$ cat config.mk
export PLATFORM = sky130hd
export DESIGN_NAME = comparator_sweep_driver
export DESIGN_NICKNAME = d
export VERILOG_FILES = /design/src/rtl/comparator_sweep_driver.sv
export SDC_FILE = /design/constraint.sdc
export NUM_CORES = 1
export LEC_CHECK = 0
export ABC_AREA = 1
export CORE_MARGIN = 1.5
export CORE_UTILIZATION = 60
export DETAILED_ROUTE_END_ITERATION = 7
export PLACE_DENSITY = 0.85
export SYNTH_ARGS = -nofsm -noshare
export SYNTH_HDL_FRONTEND = slang
export SYNTH_SLANG_ARGS = --single-unit
export TNS_END_PERCENT = 10
$ cat constraint.sdc
create_clock -name clk -period 3.4 [get_ports clk]
set_clock_uncertainty 0.1 [all_clocks]
set_input_delay 0.34 -clock clk [delete_from_list [all_inputs] [get_ports clk]]
set_output_delay 0.34 -clock clk [all_outputs]
set_load 0.05 [all_outputs]
$ cat src/rtl/comparator_sweep_driver.sv
// ============================================================================
// Module   : comparator_sweep_driver
// Brief    : Exhaustive sweep driver/checker for an equality comparator.
//            Optional first-failure capture under CMP_DRV_FAIL_LOG_EN.
// Revision : 1.0 - initial release
// ============================================================================
`default_nettype none

module comparator_sweep_driver #(
   parameter int WIDTH  = 4,
   parameter int SETTLE = 1
) (
   input  logic             clk,
   input  logic             rst_n,
   input  logic             start,
   input  logic             cmp_out,
   output logic [WIDTH-1:0] first_word,
   output logic [WIDTH-1:0] second_word,
   output logic             busy,
   output logic             done,
   output logic             pass,
   output logic [15:0]      err_count
`ifdef CMP_DRV_FAIL_LOG_EN
   ,
   output logic             fail_valid,
   output logic [WIDTH-1:0] fail_first,
   output logic [WIDTH-1:0] fail_second
`endif
);

   localparam int             c_IDX_W       = 2 * WIDTH;
   localparam logic [3:0]     c_SETTLE_LOAD = 4'(SETTLE - 1);
   localparam logic [c_IDX_W-1:0] c_IDX_LAST = {c_IDX_W{1'b1}};

   localparam logic [2:0] c_IDLE   = 3'd0;
   localparam logic [2:0] c_DRIVE  = 3'd1;
   localparam logic [2:0] c_WAIT   = 3'd2;
   localparam logic [2:0] c_SAMPLE = 3'd3;
   localparam logic [2:0] c_DONE   = 3'd4;

   logic [2:0]         r_state;
   logic [c_IDX_W-1:0] r_idx;
   logic [3:0]         r_settle;

   logic               w_expected;
   logic               w_mismatch;
   logic [15:0]        w_err_next;

   // The words are already registered from r_idx, so the expectation comes from them.
   assign w_expected = (first_word == second_word);
   assign w_mismatch = (cmp_out != w_expected);
   assign w_err_next = (w_mismatch && (err_count != 16'hFFFF)) ? err_count + 16'd1 : err_count;

   assign busy = (r_state != c_IDLE);
   assign done = (r_state == c_DONE);

   always_ff @(posedge clk or negedge rst_n) begin
      if (!rst_n) begin
         r_state     <= c_IDLE;
         r_idx       <= '0;
         r_settle    <= '0;
         first_word  <= '0;
         second_word <= '0;
         pass        <= 1'b0;
         err_count   <= '0;
      end else begin
         case (r_state)
            c_IDLE: begin
               if (start) begin
                  r_idx     <= '0;
                  err_count <= '0;
                  pass      <= 1'b0;
                  r_state   <= c_DRIVE;
               end
            end
            c_DRIVE: begin
               first_word  <= r_idx[c_IDX_W-1:WIDTH];
               second_word <= r_idx[WIDTH-1:0];
               r_settle    <= c_SETTLE_LOAD;
               r_state     <= c_WAIT;
            end
            c_WAIT: begin
               if (r_settle == 4'd0) begin
                  r_state <= c_SAMPLE;
               end else begin
                  r_settle <= r_settle - 4'd1;
               end
            end
            c_SAMPLE: begin
               err_count <= w_err_next;
               if (r_idx == c_IDX_LAST) begin
                  // Verdict includes the final sample so it is valid while done is high.
                  pass    <= (w_err_next == 16'd0);
                  r_state <= c_DONE;
               end else begin
                  r_idx   <= r_idx + 1'b1;
                  r_state <= c_DRIVE;
               end
            end
            c_DONE: begin
               r_state <= c_IDLE;
            end
            default: begin
               r_state <= c_IDLE;
            end
         endcase
      end
   end

`ifdef CMP_DRV_FAIL_LOG_EN
   always_ff @(posedge clk or negedge rst_n) begin
      if (!rst_n) begin
         fail_valid  <= 1'b0;
         fail_first  <= '0;
         fail_second <= '0;
      end else if ((r_state == c_IDLE) && start) begin
         fail_valid  <= 1'b0;
         fail_first  <= '0;
         fail_second <= '0;
      end else if ((r_state == c_SAMPLE) && w_mismatch && !fail_valid) begin
         fail_valid  <= 1'b1;
         fail_first  <= first_word;
         fail_second <= second_word;
      end
   end
`endif

endmodule

`default_nettype wire
# == Word level (Yosys, flattened, before mapping) ==
# Cells that the tools add are included.
# word_totals
ff_bits,40
mem_bits_rw,0
mem_count,0
wordCells,50
mem_bits_ro,0
latchBits,0
output_inout_bits,27
inputBits,4
# classes
n_addsub,3
div,0
bitwise_logic,0
order_cmp,0
shift,0
n_mul,0
eq_ne,13
n_reduce_logical,12
n_mux,15
# ops
operator,count
16-bit 2-to-1 mux,2
16-bit one-hot mux with 2 select lines,1
16-bit by 1-bit adder with 16-bit output (second input constant),1
16-bit logical NOT,1
8-bit 2-to-1 mux,2
16-bit inequality test (second input constant),1
8-bit one-hot mux with 2 select lines,1
3-bit one-hot mux with 4 select lines,1
2-bit inequality test (second input constant),5
3-bit 2-to-1 mux,3
8-bit by 1-bit adder with 8-bit output (second input constant),1
8-bit equality test (second input constant),1
4-bit one-hot mux with 2 select lines,1
3-bit by 2-bit equality test with 1-bit output (second input constant),2
2-bit AND reduction,3
3-bit AND reduction,2
4-bit equality test,1
4-bit logical NOT,1
4-bit 2-to-1 mux,1
2-bit nonzero test,2
4-bit by 1-bit subtractor with 4-bit output (second input constant),1
3-bit by 1-bit equality test with 1-bit output (second input constant),1
3-bit equality test (second input constant),1
3-bit logical NOT,1
5 further kinds,6

# == Logic depth before layout (Yosys ltp) ==
# depth
ltp_word,7
ltp_mapped,15
depth_no_buf,15

# == Worst setup path after synthesis ==
# Ideal clock, no wire load.
# synth_path
kind,reg-to-reg
startpoint,register err_count[0]
endpoint,register pass
slack_ns,1.206
period_less_slack_ns,2.194
t_required_ns,3.182
stages_incl_launch_ff,16
t_arrival_ns,1.976
n_path_buf,1
setup_time_ns,0.118
cell_sequence,dfrtp_1 ha_1 nand2_2 nor2_2 nand2_2 nor2_2 nand2_2 nand3_4 buf_12 nand2_1 nand2_1 nor2_1 nand2_1 nor2_1 nand3_1 nand2_1
# synth_via
elab_chain_len,6
word_cells_on_any_way,7
classes_between,add/sub: 1; eq/ne: 1; mux: 3; reduce/logical: 2
# synth_rtl
element,line_no,text
from (decl),22,output logic [15:0] err_count
from (signal assigned),90,err_count <= w_err_next;
"parallel branches: the longest is 2 deep, another holds 16-bit by 1-bit adder with 16-bit output",--,
16-bit 2-to-1 mux (*),52,assign w_err_next = (w_mismatch && (err_count != 16'hFFFF)) ? err_count + 16'd1 : err_count;
16-bit logical NOT (*),93,pass <= (w_err_next == 16'd0);
1-bit 2-to-1 mux (*),91,if (r_idx == c_IDX_LAST) begin
1-bit one-hot mux with 2 select lines (*),67,case (r_state)
to (signal assigned),93,
to (decl),21,"output logic pass,"
# Mark *: on every way between the ends. The select of a mux whose other input is x is not followed.
# A chain may end at the register's enable or synchronous reset.

# == Worst setup path in the final report ==
# layout_path
startpoint,register second_word[0]
endpoint,register pass
# layout_via
elab_chain_len,7
# layout_rtl
element,line_no,text
from (decl),18,"output logic [WIDTH-1:0] second_word,"
from (signal assigned),78,second_word <= r_idx[WIDTH-1:0];
4-bit equality test,50,assign w_expected = (first_word == second_word);
1-bit inequality test,51,assign w_mismatch = (cmp_out != w_expected);
1-bit logical AND,52,
16-bit 2-to-1 mux,52,
16-bit logical NOT,93,
1-bit 2-to-1 mux,91,
1-bit one-hot mux with 2 select lines,67,
# Every way passes these cells. The select of a mux whose other input is x is not followed.

==> results.sh <==
export IMPL_maxSlewViolCount=0
export IMPL_cts_hold_buf=0
export IMPL_die_area_sq_um=4540
export IMPL_startpoint="second_word[0]"
export IMPL_diodes=0
export IMPL_die_width_microns=67.4
export IMPL_fmax_mhz=416
export IMPL_coreArea_sq_um=4000
export IMPL_pin_count=31
export IMPL_grt_usage_pct=27.9
export IMPL_path_cells="inv_1 -> nand2_1 -> nand2_1 -> nor2_1 -> nand3_1 -> nand2_1 -> nor2_1 -> nand2_1 -> nand2_1 -> nor2_1 -> nand2_1 -> nor2_1 -> nand3_1 -> nand2_1"
export IMPL_power_density_nw_per_um2=400
export IMPL_crit_top_cell="nand2_1"
export IMPL_grt_max_degree=41
export IMPL_syn_to_final_growth_pct=15.7
export IMPL_internal_power_uw=738
export IMPL_hpwlAfterDp_microns=4100
export IMPL_seqPwrFrac_pct=46.5
export IMPL_final_nets=387
export IMPL_h_tree_depth=2
export IMPL_num_fill_cells=320
export IMPL_gp_congestion=0.915
export IMPL_max_clock_path_buffers=2
export IMPL_multi_input_comb_area_sq_um=1220
export IMPL_setup_viol=0
export IMPL_worst_slew_pin_slew_ps=860
export IMPL_clockPowerShare_pct=28.0
export IMPL_overflow=0
export IMPL_p_switching_uw=412
export IMPL_top_layer="met4"
export IMPL_start_kind="register"
export IMPL_final_util_pct=71.9
export IMPL_ant_nets=0
export IMPL_min_period_over_period_pct=70.7
export IMPL_numClockSinks=40
export IMPL_required_ps=3540
export IMPL_syn_area_per_cell_sq_um=7.12
export IMPL_die_h_microns=67.4
export IMPL_dr_pass1_iters=7
export IMPL_rows=23
export IMPL_max_stage_delay_ps=480
export IMPL_maxSlewHeadroom_pct=42.6
export IMPL_status="finished, final reports clean"
export IMPL_drt_wl_total_microns=5750
export IMPL_worstSetupPathType="register to register"
export IMPL_met1_length_microns=2610
export IMPL_rsz0062_at_grt="false"
export IMPL_drive_above_1_share_pct=7.37
export IMPL_place_area_sq_um=2790
export IMPL_wl_met2_microns=2630
export IMPL_io_buffers=30
export IMPL_syn_inst=349
export IMPL_synthFlopType="dfrtp_1"
export IMPL_crit_arrival_ps=2540
export IMPL_synth_warnings=0
export IMPL_synth_edf_count=0
export IMPL_hold_violations=0
export IMPL_ys_async_sr_fraction_pct=100
export IMPL_via_per_inst=5.45
export IMPL_drt_iter0_drc=245
export IMPL_worstHoldPathType="input port to async pin"
export IMPL_cp_slowest_cell="nand3_1"
export IMPL_crit_family="simple AND/OR/NAND/NOR gates"
export IMPL_crit_fanout=12
export IMPL_ys_seq_area_share_pct=40.3
export IMPL_post_drt_wl_per_cell_microns=13.4
export IMPL_num_vias=2345
export IMPL_numCtsBuffers=5
export IMPL_synth_fp_nets=357
export IMPL_combPwrFrac_pct=25.5
export IMPL_cts_tree="done"
export IMPL_clock_latency_ps=300
export IMPL_tns_ps=0
export IMPL_regToRegStartpoint="second_word[0]"
export IMPL_drc=0
export IMPL_p_leak_uw=0.00142
export IMPL_grt_pass1_wl_microns=9320
export IMPL_grt_pass1_vias=1991
export IMPL_stdcell_area_sq_um=2880
export IMPL_syn_area_sq_um=2490
export IMPL_synth_seq_cells=40
export IMPL_finalPower_uw=1150
export IMPL_max_cap_violations=0
export IMPL_seqCellArea_sq_um=1000
export IMPL_period_needed_ps=2400
export IMPL_antenna_found_initial=0
export IMPL_cts_root_buf="clkbuf_8"
export IMPL_wl_met3_microns=424
export IMPL_initial_utilization_pct=62.2
export IMPL_clkSlewWorstSetupHoldPaths_ps=80
export IMPL_switching_share_pct=35.8
export IMPL_vdd_ir_drop_worst_mv=0.400
export IMPL_synthDistinctLibCells=30
export IMPL_setup_worst_path_end_class="register"
export IMPL_post_cts_setup_buffers=0
export IMPL_cp_num_buf_inv=1
export IMPL_cts_resized_gates=0
placed cells by master, fill, tap and decap left out, types with 2 or more instances in the layout:
master           synthesis  final
dfrtp_1                 40     40
o31ai_1                  2      2
nor2_1                  31     31
xor2_1                   8      8
a21oi_1                  4      4
nor3_1                   6      6
o21ai_0                 27     27
nand3_1                 19     19
a31oi_1                  2      2
o22ai_1                  8      8
nand4_1                 13     13
nor2_2                   4      4
ha_1                     4      4
inv_1                   51     51
buf_4                    1      2
nand2_2                  7      7
nand2_1                105    105
clkbuf_8                 1      5
clkdlybuf4s50_1          0     29
clkinv_2                 0      2
routing by layer:
layer,vias up,GRT usage (%)
met5,-,0
met4,0,9.69
met3,11,4.00
met2,97,42.8
met1,1063,40.5
li1,1174,-
power by group through the flow:
stage          clock network (uW)  logic [uW]  registers (uW)
5_1_grt                       341         318             539
3_3_place_gp                    0         285             544
2_1_floorplan                   0         123             619
3_5_place_dp                    0         288             544
4_1_cts                       320         291             534
6_report                      322         293             534
area by class of cell:
| type | count | area share [%] |
|---|---|---|
| repair buffers | 32 | 10.8 |
| multi-input cells | 248 | 42.4 |
| inverters | 52 | 6.79 |
| clock inverters | 3 | 0.653 |
| well taps | 50 | 2.18 |
| flip-flops and latches | 40 | 34.8 |
| clock buffers | 5 | 2.39 |
logic make-up after synthesis:
kind of cell             after synthesis  share of synthesized area (%)
AO/OA/AOI/OAI                         44                           9.71
flip-flops                            40                           40.3
adder cells (fa/ha/maj)                4                           2.01
XOR/XNOR                               9                           3.17
buffers and inverters                 61                           10.7
AND/OR/NAND/NOR                      191                           34.1
Yosys cell counts, types with 2 or more instances:
cell type	count	area, sq um
nor3_1	6	30.0
o31ai_1	2	15.0
a31oi_1	2	12.5
nand3_1	19	95.1
nor2_1	31	116
xor2_1	8	70.1
nand2_1	105	394
nand4_1	13	81.3
clkbuf_1	5	18.8
a21oi_1	4	20.0
nor2_2	4	25.0
inv_1	51	191
o22ai_1	8	50.1
o21ai_0	27	135
ha_1	4	50.1
dfrtp_1	40	1000
nand2_2	7	43.8
path summary, 6_finish.rpt:
check                      depth (start not counted)            end  slack [ps]
min                                                1    r_settle[1]          40
min reg2reg                                        2    r_settle[1]         390
max reg2reg                                       14           pass        1000
max                                               14           pass        1000
max in group asynchronous                          1  err_count[11]        2620
min in group clk                                   2    r_settle[1]         390
registers in the layout (all words and copies together) (netlist names):
signal	cells
first_word	4
r_state	3
r_idx	8
err_count	16
pass	1
second_word	4
r_settle	4
per-stage QoR:
step | setup slack (ps) | instances | hold WS [ps]
3_5_place_dp | 1000 | 422 | 383
2_1_floorplan | 1210 | 349 | -55.6
4_1_cts | 1060 | 430 | 86.8
3_3_place_gp | 992 | 422 | 368
6_report | 997 | 430 | 43.7
5_1_grt | 774 | 430 | 141
(Power assumes the default switching activity.)
